## src/rtl/en_de_pkg.sv

```systemverilog
// Shared types and helpers for the serial encode/decode engine.
package en_de_pkg;

    typedef enum logic [1:0] {
        IDLE = 2'd0,
        RUN  = 2'd1,
        DONE = 2'd2
    } state_e;

    localparam logic MODE_ENC = 1'b0;
    localparam logic MODE_DEC = 1'b1;

    function automatic int cw(input int data_size, input int scale_factor);
        return data_size + scale_factor;
    endfunction

endpackage

```

## src/rtl/en_de_serial_engine_if.sv

```systemverilog
// Request/result handshake bundle between a source/sink and the engine.
interface en_de_serial_engine_if #(
    parameter int DATA_SIZE    = 16,
    parameter int POLY_SIZE    = 16,
    parameter int SCALE_FACTOR = 2
);
    import en_de_pkg::*;

    localparam int CW = cw(DATA_SIZE, SCALE_FACTOR);
    localparam int TW = CW * POLY_SIZE;

    logic                 in_valid;
    logic                 in_ready;
    logic                 mode;
    logic [DATA_SIZE-1:0] data_in;
    logic [TW-1:0]        code_in;
    logic                 out_valid;
    logic                 out_ready;
    logic [TW-1:0]        encoded_data;
    logic [DATA_SIZE-1:0] data_out;
    logic                 err;

    modport master (
        output in_valid, mode, data_in, code_in, out_ready,
        input  in_ready, out_valid, encoded_data, data_out, err
    );

    modport slave (
        input  in_valid, mode, data_in, code_in, out_ready,
        output in_ready, out_valid, encoded_data, data_out, err
    );

endinterface

```

## src/rtl/en_de_coeff_unit.sv

```systemverilog
// One coefficient per cycle: encode value or decode consistency check.
module en_de_coeff_unit
    import en_de_pkg::*;
#(
    parameter int CW           = 18,
    parameter int SCALE_FACTOR = 2
) (
    input  logic          mode_i,
    input  logic          first_i,
    input  logic [CW-1:0] base_i,
    input  logic [CW-1:0] code0_i,
    input  logic [CW-1:0] off_i,
    input  logic [CW-1:0] codei_i,
    output logic [CW-1:0] coeff_o,
    output logic          mismatch_o
);

    logic [CW-1:0] ref_v;
    logic          low_bad;

    // Decoded data must have been shifted: its low bits are always zero.
    if (SCALE_FACTOR > 0) begin : g_low
        assign low_bad = |code0_i[SCALE_FACTOR-1:0];
    end else begin : g_nolow
        assign low_bad = 1'b0;
    end

    always_comb begin
        ref_v      = ((mode_i == MODE_ENC) ? base_i : code0_i) + off_i;
        coeff_o    = (mode_i == MODE_ENC) ? ref_v : codei_i;
        mismatch_o = (mode_i == MODE_DEC)
                   && ((codei_i != ref_v) || (first_i && low_bad));
    end

endmodule

```

## src/rtl/en_de_serial_engine.sv

```systemverilog
// Sequenced encoder/decoder: one coefficient per cycle, valid/ready on both sides.
module en_de_serial_engine
    import en_de_pkg::*;
#(
    parameter int DATA_SIZE    = 16,
    parameter int POLY_SIZE    = 16,
    parameter int SCALE_FACTOR = 2,
    parameter int KEY          = 499
) (
    input logic                  clk,
    input logic                  reset,
    en_de_serial_engine_if.slave bus
);

    localparam int CW = cw(DATA_SIZE, SCALE_FACTOR);
    localparam int TW = CW * POLY_SIZE;
    localparam int IW = $clog2(POLY_SIZE);

    localparam logic [CW-1:0] KEY_C = CW'(KEY);
    localparam logic [IW-1:0] LAST  = IW'(POLY_SIZE - 1);

    state_e               state_q, state_d;
    logic [IW-1:0]        idx_q, idx_d;
    logic [CW-1:0]        off_q, off_d;
    logic                 mode_q, mode_d;
    logic [DATA_SIZE-1:0] din_q, din_d;
    logic [TW-1:0]        code_q, code_d;
    logic [TW-1:0]        enc_q, enc_d;
    logic [DATA_SIZE-1:0] dout_q, dout_d;
    logic                 acc_q, acc_d;
    logic                 err_q, err_d;

    logic          accept;
    logic [CW-1:0] base;
    logic [CW-1:0] code0;
    logic [CW-1:0] codei;
    logic [CW-1:0] coeff;
    logic          mism;

    assign bus.in_ready     = reset && (state_q == IDLE);
    assign bus.out_valid    = (state_q == DONE);
    assign bus.encoded_data = enc_q;
    assign bus.data_out     = dout_q;
    assign bus.err          = err_q;

    assign accept = bus.in_valid && bus.in_ready;
    assign base   = CW'(din_q) << SCALE_FACTOR;
    assign code0  = code_q[CW-1:0];
    assign codei  = code_q[int'(idx_q)*CW +: CW];

    en_de_coeff_unit #(
        .CW           (CW),
        .SCALE_FACTOR (SCALE_FACTOR)
    ) u_coeff (
        .mode_i     (mode_q),
        .first_i    (idx_q == '0),
        .base_i     (base),
        .code0_i    (code0),
        .off_i      (off_q),
        .codei_i    (codei),
        .coeff_o    (coeff),
        .mismatch_o (mism)
    );

    always_comb begin
        state_d = state_q;
        idx_d   = idx_q;
        off_d   = off_q;
        mode_d  = mode_q;
        din_d   = din_q;
        code_d  = code_q;
        enc_d   = enc_q;
        dout_d  = dout_q;
        acc_d   = acc_q;
        err_d   = err_q;
        case (state_q)
            IDLE: begin
                if (accept) begin
                    mode_d  = bus.mode;
                    din_d   = bus.data_in;
                    code_d  = bus.code_in;
                    idx_d   = '0;
                    off_d   = '0;
                    acc_d   = 1'b0;
                    state_d = RUN;
                end
            end
            RUN: begin
                enc_d[int'(idx_q)*CW +: CW] = coeff;
                acc_d = acc_q || mism;
                off_d = off_q + KEY_C;
                idx_d = idx_q + 1'b1;
                if (idx_q == '0) begin
                    dout_d = (mode_q == MODE_DEC)
                           ? code0[CW-1:SCALE_FACTOR] : din_q;
                end
                // Publish the accumulated check only once all slots are seen.
                if (idx_q == LAST) begin
                    err_d   = acc_q || mism;
                    idx_d   = '0;
                    state_d = DONE;
                end
            end
            DONE: begin
                if (bus.out_ready) begin
                    state_d = IDLE;
                end
            end
            default: state_d = IDLE;
        endcase
    end

    always_ff @(posedge clk or negedge reset) begin
        if (!reset) begin
            state_q <= IDLE;
            idx_q   <= '0;
            off_q   <= '0;
            mode_q  <= MODE_ENC;
            din_q   <= '0;
            code_q  <= '0;
            enc_q   <= '0;
            dout_q  <= '0;
            acc_q   <= 1'b0;
            err_q   <= 1'b0;
        end else begin
            state_q <= state_d;
            idx_q   <= idx_d;
            off_q   <= off_d;
            mode_q  <= mode_d;
            din_q   <= din_d;
            code_q  <= code_d;
            enc_q   <= enc_d;
            dout_q  <= dout_d;
            acc_q   <= acc_d;
            err_q   <= err_d;
        end
    end

endmodule

```

## src/flat_wrapper.sv

```systemverilog
// flat-port wrapper written by rule: the top's interface ports become plain ports
module en_de_serial_engine_flat import en_de_pkg::*;
#(
    parameter int DATA_SIZE    = 16,
    parameter int POLY_SIZE    = 16,
    parameter int SCALE_FACTOR = 2,
    parameter int KEY          = 499
)
  (clk, reset, bus_in_valid, bus_mode, bus_data_in, bus_code_in, bus_out_ready, bus_in_ready, bus_out_valid, bus_encoded_data, bus_data_out, bus_err);
  en_de_serial_engine_if #(.DATA_SIZE(DATA_SIZE), .POLY_SIZE(POLY_SIZE), .SCALE_FACTOR(SCALE_FACTOR)) bus_i ();
  input logic clk;
  input logic reset;
  input wire logic [$bits(bus_i.in_valid)-1:0] bus_in_valid;
  input wire logic [$bits(bus_i.mode)-1:0] bus_mode;
  input wire logic [$bits(bus_i.data_in)-1:0] bus_data_in;
  input wire logic [$bits(bus_i.code_in)-1:0] bus_code_in;
  input wire logic [$bits(bus_i.out_ready)-1:0] bus_out_ready;
  output wire logic [$bits(bus_i.in_ready)-1:0] bus_in_ready;
  output wire logic [$bits(bus_i.out_valid)-1:0] bus_out_valid;
  output wire logic [$bits(bus_i.encoded_data)-1:0] bus_encoded_data;
  output wire logic [$bits(bus_i.data_out)-1:0] bus_data_out;
  output wire logic [$bits(bus_i.err)-1:0] bus_err;
  assign bus_i.in_valid = bus_in_valid;
  assign bus_i.mode = bus_mode;
  assign bus_i.data_in = bus_data_in;
  assign bus_i.code_in = bus_code_in;
  assign bus_i.out_ready = bus_out_ready;
  assign bus_in_ready = bus_i.in_ready;
  assign bus_out_valid = bus_i.out_valid;
  assign bus_encoded_data = bus_i.encoded_data;
  assign bus_data_out = bus_i.data_out;
  assign bus_err = bus_i.err;
  en_de_serial_engine #(.DATA_SIZE(DATA_SIZE), .POLY_SIZE(POLY_SIZE), .SCALE_FACTOR(SCALE_FACTOR), .KEY(KEY)) u_core (.clk(clk), .reset(reset), .bus(bus_i));
endmodule
```

## config.mk

```make
export PLATFORM = sky130hd
export DESIGN_NAME = en_de_serial_engine_flat
export DESIGN_NICKNAME = d
export VERILOG_FILES = /design/src/rtl/en_de_pkg.sv /design/src/rtl/en_de_serial_engine_if.sv /design/src/rtl/en_de_coeff_unit.sv /design/src/rtl/en_de_serial_engine.sv /design/src/flat_wrapper.sv
export SDC_FILE = /design/constraint.sdc
export NUM_CORES = 1
export LEC_CHECK = 0
export CAP_MARGIN = 20
export CORE_UTILIZATION = 25
export DETAILED_ROUTE_END_ITERATION = 8
export PLACE_DENSITY = 0.49
export SYNTH_ARGS = -nofsm -noshare
export SYNTH_HDL_FRONTEND = slang
export SYNTH_SLANG_ARGS = --single-unit
```

## constraint.sdc

```tcl
create_clock -name clk -period 6.9 [get_ports clk]
set_input_delay 1.725 -clock clk [delete_from_list [all_inputs] [get_ports clk]]
set_output_delay 1.725 -clock clk [all_outputs]
set_load 0.01 [all_outputs]
```

# Word level (Yosys, flattened, before mapping)
# Index checks and enable logic that the tools add are counted.
# op_classes
n_addsub	4
mul	1
n_div	0
n_lt_le_gt_ge	0
eq_ne	7
shift	3
mux	15
bitwise_logic	0
reduce_logical	15
# op_table
op	n
bitwise mux 288 bit	1
variable shift 18 x 33 -> 288 bit (first input constant)	1
variable part select 18 x 33 -> 288 bit	1
variable part select 288 x 32 -> 18 bit	1
2-to-1 mux 18 bit	3
one-hot mux 18 bit (2 select lines)	1
negation 32 -> 33 bit	1
adder 18 bit	1
adder 18 x 9 -> 18 bit (second input constant)	1
!= test 18 bit	1
2-to-1 mux 16 bit	1
multiplier 4 x 4 -> 8 bit (second input constant)	1
2-to-1 mux 4 bit	2
one-hot mux 4 bit (2 select lines)	1
AND reduction 2 bit	4
2-to-1 mux 2 bit	3
one-hot mux 2 bit (3 select lines)	1
adder 4 x 1 -> 4 bit (second input constant)	1
equality test 4 bit (second input constant)	1
logical AND 1 bit	4
logical NOT 4 bit	1
!= test 2 x 1 -> 1 bit (second input constant)	2
AND reduction 3 bit	1
equality test 2 x 1 -> 1 bit (second input constant)	1
8 further kinds	9
# word_totals
register_bits	635
latch_bits	0
mem_bits_rw	0
romBits	0
input_bits	309
out_inout_bits	307
mem_count	0

# Logic depth before layout (Yosys ltp)
# Gate-level depths: netlist (run 1).
# logic_depth
word_depth	7
depth_mapped	18
ltp_nobuf	14

# By module
# A second synthesis (run 1) with hierarchy kept.
# hier_totals
cells_unflattened	3082
hier_area_um2	31667.9
# by_module_without_submodules
mod	n_inst	cells_per_inst	area_each_um2	seq_area_each_um2
en_de_serial_engine	1	2838	29761.0	15890.2
en_de_coeff_unit	1	244	1906.8	0.0

# Least setup slack after synthesis (run 1)
# No wires, ideal clock.
# synth_timing
path_kind	flip-flop to flip-flop
startpoint	register u_core.mode_q
endpoint	register u_core.enc_q[117] (netlist: u_core.bus.encoded_data[117])
arrival_ns	4.712
slack_ns	2.063
stages_incl_launch_ff	17
path_buffers	5
period_less_slack_ns	4.837
path_cell_list	dfrtp_1 -> clkbuf_1 -> buf_1 -> clkbuf_1 -> buf_1 -> mux2_2 -> ha_1 -> clkbuf_1 -> a21oi_1 -> o21ai_0 -> a221oi_1 -> nand2_1 -> a311oi_4 -> o22ai_1 -> mux2_2 -> mux2_2 -> mux2_2
# synth_via
elab_chain_len	5
# synth_rtl
item	line_no	rtl
start, declared	en_de_serial_engine.sv:25	logic mode_q, mode_d;
start signal, assigned	en_de_serial_engine.sv:129	mode_q <= mode_d;
2-to-1 mux 18 bit	en_de_coeff_unit.sv:29	ref_v = ((mode_i == MODE_ENC) ? base_i : code0_i) + off_i;
adder 18 bit	en_de_coeff_unit.sv:29	
2-to-1 mux 18 bit *	en_de_coeff_unit.sv:30	coeff_o = (mode_i == MODE_ENC) ? ref_v : codei_i;
variable part select 18 x 33 -> 288 bit *	en_de_serial_engine.sv:89	enc_d[int'(idx_q)*CW +: CW] = coeff;
bitwise mux 288 bit *	en_de_serial_engine.sv:89	
end signal, assigned	en_de_serial_engine.sv:132	enc_q <= enc_d;
end, declared	en_de_serial_engine.sv:28	logic [TW-1:0] enc_q, enc_d;
# Mark *: on every way between the ends. The rest lies on a longest branch, timed or not.
# A chain may end at the register's enable or synchronous reset.

# Final worst setup path (run 1)
# layout_timing
startpoint	register u_core.mode_q
endpoint	register u_core.enc_q[184] (netlist: u_core.bus.encoded_data[184])
# Same word-level chain as after synthesis.

==> results of run 1 <==
[per-layer routing]
layer  part of all wire (%)  vias to the layer above  GRT usage [%]
met5                  0.070                        -              0
met3                    7.0                      204           4.54
met2                     47                     1148           35.0
met1                     43                    13900           28.2
li1                       -                    12900              -
met4                    2.7                       14           5.70
[area by class of cell]
class                   instances  area [µm²]
fillers                     13100       83300
flip-flops and latches        635       15900
multi-input cells            2569       14900
repair buffers                668        6620
clock buffers                 113        2200
well taps                    1650        2060
clock inverters                22         330
inverters                      18        67.6
diodes                          3        7.51
[registers in the layout (all words and copies together), names as in the netlist]
| name | count |
|---|---|
| u_core.acc_q | 1 |
| u_core.bus.data_out | 16 |
| u_core.bus.encoded_data | 288 |
| u_core.bus.err | 1 |
| u_core.code_q | 288 |
| u_core.din_q | 16 |
| u_core.idx_q | 4 |
| u_core.mode_q | 1 |
| u_core.off_q | 18 |
| u_core.state_q | 2 |
[worst register-to-register path, stage by stage, from the launching register on]
cell	delay, ns
dfrtp_2	0.86
mux2_2	0.44
ha_1	0.43
o211ai_1	0.19
o21ai_0	0.50
nand4_1	0.24
a211oi_1	0.60
o21ai_0	0.33
a31oi_1	0.50
o32ai_1	0.37
a21oi_1	0.86
a21oi_1	0.17
[cell usage after synthesis (16+ instances only)]
cell type	instances
xor2_1	17
o211ai_1	23
clkbuf_1	133
mux2_2	133
inv_1	17
a22oi_1	30
nand3_1	44
nand2_1	1087
dfrtp_1	635
xnor2_1	27
nor3_1	45
nor2_1	346
and2_1	18
o31ai_1	17
mux4_2	56
mux2i_1	55
a21oi_1	202
a32oi_1	17
nand4_1	16
a31oi_1	57
buf_2	24
o22ai_1	27
o21ai_0	101
ha_1	24
[cells by family after synthesis]
kind of cell	synth area share (%)
DFF	50.3
buffers and inverters	2.77
xor gates and xnor gates	1.27
and+or+nand+nor	20.8
adders and majority gates	1.01
AOI/OAI and AO/OA	12.6
muxes	11.2
[path summary, 6_finish.rpt]
| check | start | endpoint | slack (ns) |
|---|---|---|---|
| max in group asynchronous | reset | u_core.code_q[172] | 3.81 |
| setup reg to reg | u_core.mode_q | u_core.bus.encoded_data[184] | 1.21 |
| setup / recovery | u_core.mode_q | u_core.bus.encoded_data[184] | 1.21 |
| hold / removal | u_core.code_q[115] | u_core.code_q[115] | 0.47 |
| min in group asynchronous | reset | u_core.idx_q[3] | 0.98 |
| hold reg to reg | u_core.code_q[115] | u_core.code_q[115] | 0.47 |
[per-stage QoR]
step | hold slack (ns) | util [%] | area [µm²] | cells
after floorplan | 0.437 | - | 31600 | 3406
after global placement | 0.450 | 31.5 | 39500 | 5539
after detailed placement | 0.455 | 31.5 | 39500 | 5540
after CTS | 0.470 | 33.5 | 42100 | 5675
after global routing | 0.484 | 33.5 | 42100 | 5675
final | 0.468 | 33.6 | 42100 | 5678
[power groups by stage]
stage	Sequential [W]	Clock, W	Combinational, W
floorplan	0.00654	0	0.00899
global placement	0.00680	0	0.0160
detailed placement	0.00682	0	0.0161
CTS	0.00677	0.00420	0.0161
global route	0.00695	0.00433	0.0173
finish	0.00674	0.00409	0.0162
==> out/metrics.yaml, run 1 <==
cts_max_path_buffers: 3
power_frac_clock_pct: 15.1
cp_slowest_cell: "dfrtp_2"
grt_pass1_vias: 27900
ys_seq_area_share_pct: 50.3
dp_slack_ns: 1.49
fmax_mhz: 176
min_period_over_period_pct: 82.4
syn_inst: 3406
status: "completed"
cp.arrival_ns: 6.18
slowest_delay_ns: 0.86
finalHoldViolations: 0
ctsHoldBuffers: 0
hp-class: "register to register"
required_ns: 7.39
p_leak_nw: 18.5
via_count: 28200
final_max_slew_viol_count: 0
ant_nets: 0
path_cells: "mux2_2 -> ha_1 -> o211ai_1 -> o21ai_0 -> nand4_1 -> a211oi_1 -> o21ai_0 -> a31oi_1 -> o32ai_1 -> a21oi_1 -> a21oi_1"
place_congestion: 0.929
portBuffers: 615
pwr-share-comb_pct: 59.9
synth_warnings: 0
ys_dominant_reg_cell: "dfrtp_1"
num_io_pins: 616
drtIter0Drc: 2719
irDropWorstVdd_v: 0.000304
die_x_um: 357
wl_per_cell_um: 24.5
post-route-drc-count: 0
synth_edf_count: 0
grt_max_degree: 200
rr_worst_depth: 11
clk_pin_slew_ns: 0.07
critPathTopFamily: "compound AO/OA/AOI/OAI gates"
powerDensity_mw_per_mm2: 643
rows: 130
syn_nets: 3740
setup_slack_ns: 1.21
layout_common_cells: "nand2_1, dfrtp_1, clkdlybuf4s50_1"
cts_resized: 0
cp_max_fo: 34
worst_pin_slew_ns: 1.22
cp.buffers_inverters: 0
clk_latency_ns: 0.69
synth_area_leaders: "dfrtp_1, nand2_1, mux2_2, nor2_1, mux4_2"
mostFrequentLayoutCell: "nand2_1"
p_switching_w: 0.0135
post_cts_buffers: 0
antenna_found_initial: 12
yosysTopAreaCell: "dfrtp_1"
cts_sinks: 635
p_sw_share_pct: 49.9
drt_wl_total_mm: 139
cts-root-buf: "clkbuf_16"
ys_ff_latch: 635
crit_path_start_kind: "register"
yosys.cell_types.count: 88
syn_area_per_cell_um2: 9.27
synthesis.area_mm2: 0.0316
coreArea_mm2: 0.125
relSlewSlack_pct: 16.5
finalSetupViolations: 0
crit_cells: 11
cp-end-kind: "register"
path_class: "register to register"
cts_buffers: 78
layout-drive-gt1-share_pct: 9.94
via_per_inst: 4.96
track_usage_pct: 21.3
period_needed_ns: 5.69
hpwlAfterDp_mm: 105
seq_power_share_pct: 24.9
syn_to_final_growth_pct: 33.3
final.setup.tns_ns: 0
hold_depth: 2
first_pass_iters: 6
start_util_pct: 25.2
nets: 4304
die-area_mm2: 0.128
skew_ns: 0.0495
die_h_um: 357
power.internal_w: 0.0136
grt_pass1_wl_mm: 199
async_reset_ff_share_pct: 100
htreeDepth: 3
cap_violations: 0
gr-total-overflow: 0
fin_total_pwr_w: 0.0271
synth_top_area_share_pct: 50.3
rsz0062_at_grt: "false"
tritoncts: "built"
Note: power is estimated with default switching activity, not from simulation.
==> run 2: changes to the inputs <==
--- a/config.mk
+++ b/config.mk
@@ -8,7 +8,7 @@
 export CAP_MARGIN = 20
 export CORE_UTILIZATION = 25
 export DETAILED_ROUTE_END_ITERATION = 8
-export PLACE_DENSITY = 0.49
+export PLACE_DENSITY = 0.5
 export SYNTH_ARGS = -nofsm -noshare
 export SYNTH_HDL_FRONTEND = slang
 export SYNTH_SLANG_ARGS = --single-unit
==> constraint.sdc (replaced) <==
create_clock -name clk -period 4.99 [get_ports clk]
set_input_delay 1.2475 -clock clk [delete_from_list [all_inputs] [get_ports clk]]
set_output_delay 1.2475 -clock clk [all_outputs]
set_load 0.01 [all_outputs]
==> run 2 against run 1 <==
  * Clock power grew 43%
  * Fmax is 20% higher
  * Critical path depth is the same
  * Largest power group unchanged
==> out/metrics.yaml, run 2 (same netlist as run 1, synthesis figures left out) <==
finalHoldViolations: 0
post-route-drc-count: 0
ff_latch_area_mm2: 0.0159
htreeDepth: 3
dp_slack_ns: 0.0232
final_util_pct: 34.2
power.internal_w: 0.0196
r2r-start: "u_core.mode_q"
antenna_found_initial: 16
via_count: 28400
clk_pin_slew_ns: 0.07
final_area_mm2: 0.0428
drtIter0Drc: 2291
tritoncts: "built"
path_class: "register to register"
setup_slack_ns: 0.232
via_per_inst: 4.93
ant_nets: 0
cap_violations: 0
track_usage_pct: 21.2
cts_buffers: 78
clk_latency_ns: 0.67
irDropWorstVdd_v: 0.000447
die_x_um: 357
grt_max_degree: 157
finalSetupViolations: 0
highest_layer: "met5"
pwr-share-comb_pct: 60.7
rows: 130
hp-class: "input port to async pin"
cp-end-kind: "register"
p_switching_w: 0.0186
ctsHoldBuffers: 0
multi_input_area_mm2: 0.0149
relSlewSlack_pct: 23.8
final_max_slew_viol_count: 0
rsz0062_at_grt: "false"
timing.rr.end: "u_core.bus.encoded_data[68]"
fmax_mhz: 210
cp_max_fo: 14
layout_common_cells: "nand2_1, dfrtp_1, clkdlybuf4s50_1"
skew_ns: 0.0595
status: "completed"
start_util_pct: 25.2
drt_wl_total_mm: 138
post_cts_buffers: 0
fill_cells: 13000
coreArea_mm2: 0.125
num_io_pins: 616
wl_per_cell_um: 24.0
powerDensity_mw_per_mm2: 892
cts-root-buf: "clkbuf_16"
r2r_setup_slack_ns: 0.23
wl_met2_mm: 65.0
place_congestion: 0.944
power_frac_clock_pct: 15.3
grt_pass1_wl_mm: 198
wl_met1_mm: 59.8
portBuffers: 615
seq_power_share_pct: 23.9
cts_sinks: 635
crit_path_start_kind: "register"
nets: 4376
layout-drive-gt1-share_pct: 11.9
antenna_cells: 0
worst_pin_slew_ns: 1.14
grt_pass1_vias: 28200
first_pass_iters: 6
final.setup.tns_ns: 0
whs_ns: 0.421
syn_to_final_growth_pct: 35.7
cts_max_path_buffers: 3
min_period_over_period_pct: 95.4
p_leak_nw: 19.0
cp.arrival_ns: 5.26
mostFrequentLayoutCell: "nand2_1"
hpwlAfterDp_mm: 106
die-area_mm2: 0.128
met3_length_mm: 9.27
period_needed_ns: 4.76
p_sw_share_pct: 48.8
gr-total-overflow: 0
rr_worst_depth: 11
dpl_cell_area_mm2: 0.0402
required_ns: 5.49
die_h_um: 357
==> run 2: final cells by class <==
type,instances,share of cell area (%)
flip-flops and latches,635,37.1
clock inverters,27,0.800
repair buffers,740,16.9
multi-input cells,2569,34.8
well taps,1650,4.82
clock buffers,114,5.39
inverters,18,0.158
==> run 2: layer usage <==
| layer | global-route usage (%) | vias up |
|---|---|---|
| li1 | - | 13100 |
| met1 | 28.1 | 14000 |
| met2 | 34.7 | 1094 |
| met3 | 4.53 | 218 |
| met4 | 5.63 | 24 |
| met5 | 0 | - |
==> run 2: critical path: stages, from the launching register on <==
cell      delay (ns)
dfrtp_2         0.57
mux2_2          0.41
ha_1            0.43
o211ai_1        0.17
o21ai_0         0.57
xor2_1          0.32
and2_1          0.26
or2_1           0.24
o21ai_0         0.54
o21ai_0         0.44
a32o_1          0.36
mux2_2          0.27
==> run 2: power groups by stage <==
stage | logic, W | registers (W) | clock network (W)
final | 0.0232 | 0.00915 | 0.00586
after global routing | 0.0248 | 0.00942 | 0.00621
after CTS | 0.0231 | 0.00916 | 0.00600
after detailed placement | 0.0230 | 0.00924 | 0
after global placement | 0.0229 | 0.00919 | 0
after floorplan | 0.0124 | 0.00905 | 0
==> run 2: timing repair <==
item / CTS / global route
cloned: 0 / 0
endpoints found under the setup margin: 9 / 47
resized for setup: 1 / 6
hold endpoints to repair: 0 / 0
==> run 2: per-stage QoR <==
stage,std cells,power [W]
2_1_floorplan,3406,0.0215
3_3_place_gp,5612,0.0321
3_5_place_dp,5612,0.0322
4_1_cts,5753,0.0382
5_1_grt,5753,0.0404
6_report,5753,0.0382
==> run 2: worst max-delay path by stage <==
stage,start,end,slack [ns],cells after the start
global placement,u_core.mode_q,u_core.bus.encoded_data[122],0.05,12
CTS,u_core.mode_q,u_core.bus.encoded_data[222],0.19,12
finish,u_core.mode_q,u_core.bus.encoded_data[68],0.23,11
global route,u_core.mode_q,u_core.bus.encoded_data[89],0.06,12
floorplan,u_core.mode_q,u_core.bus.encoded_data[117],0.15,16
detailed placement,u_core.mode_q,u_core.bus.encoded_data[58],0.02,12
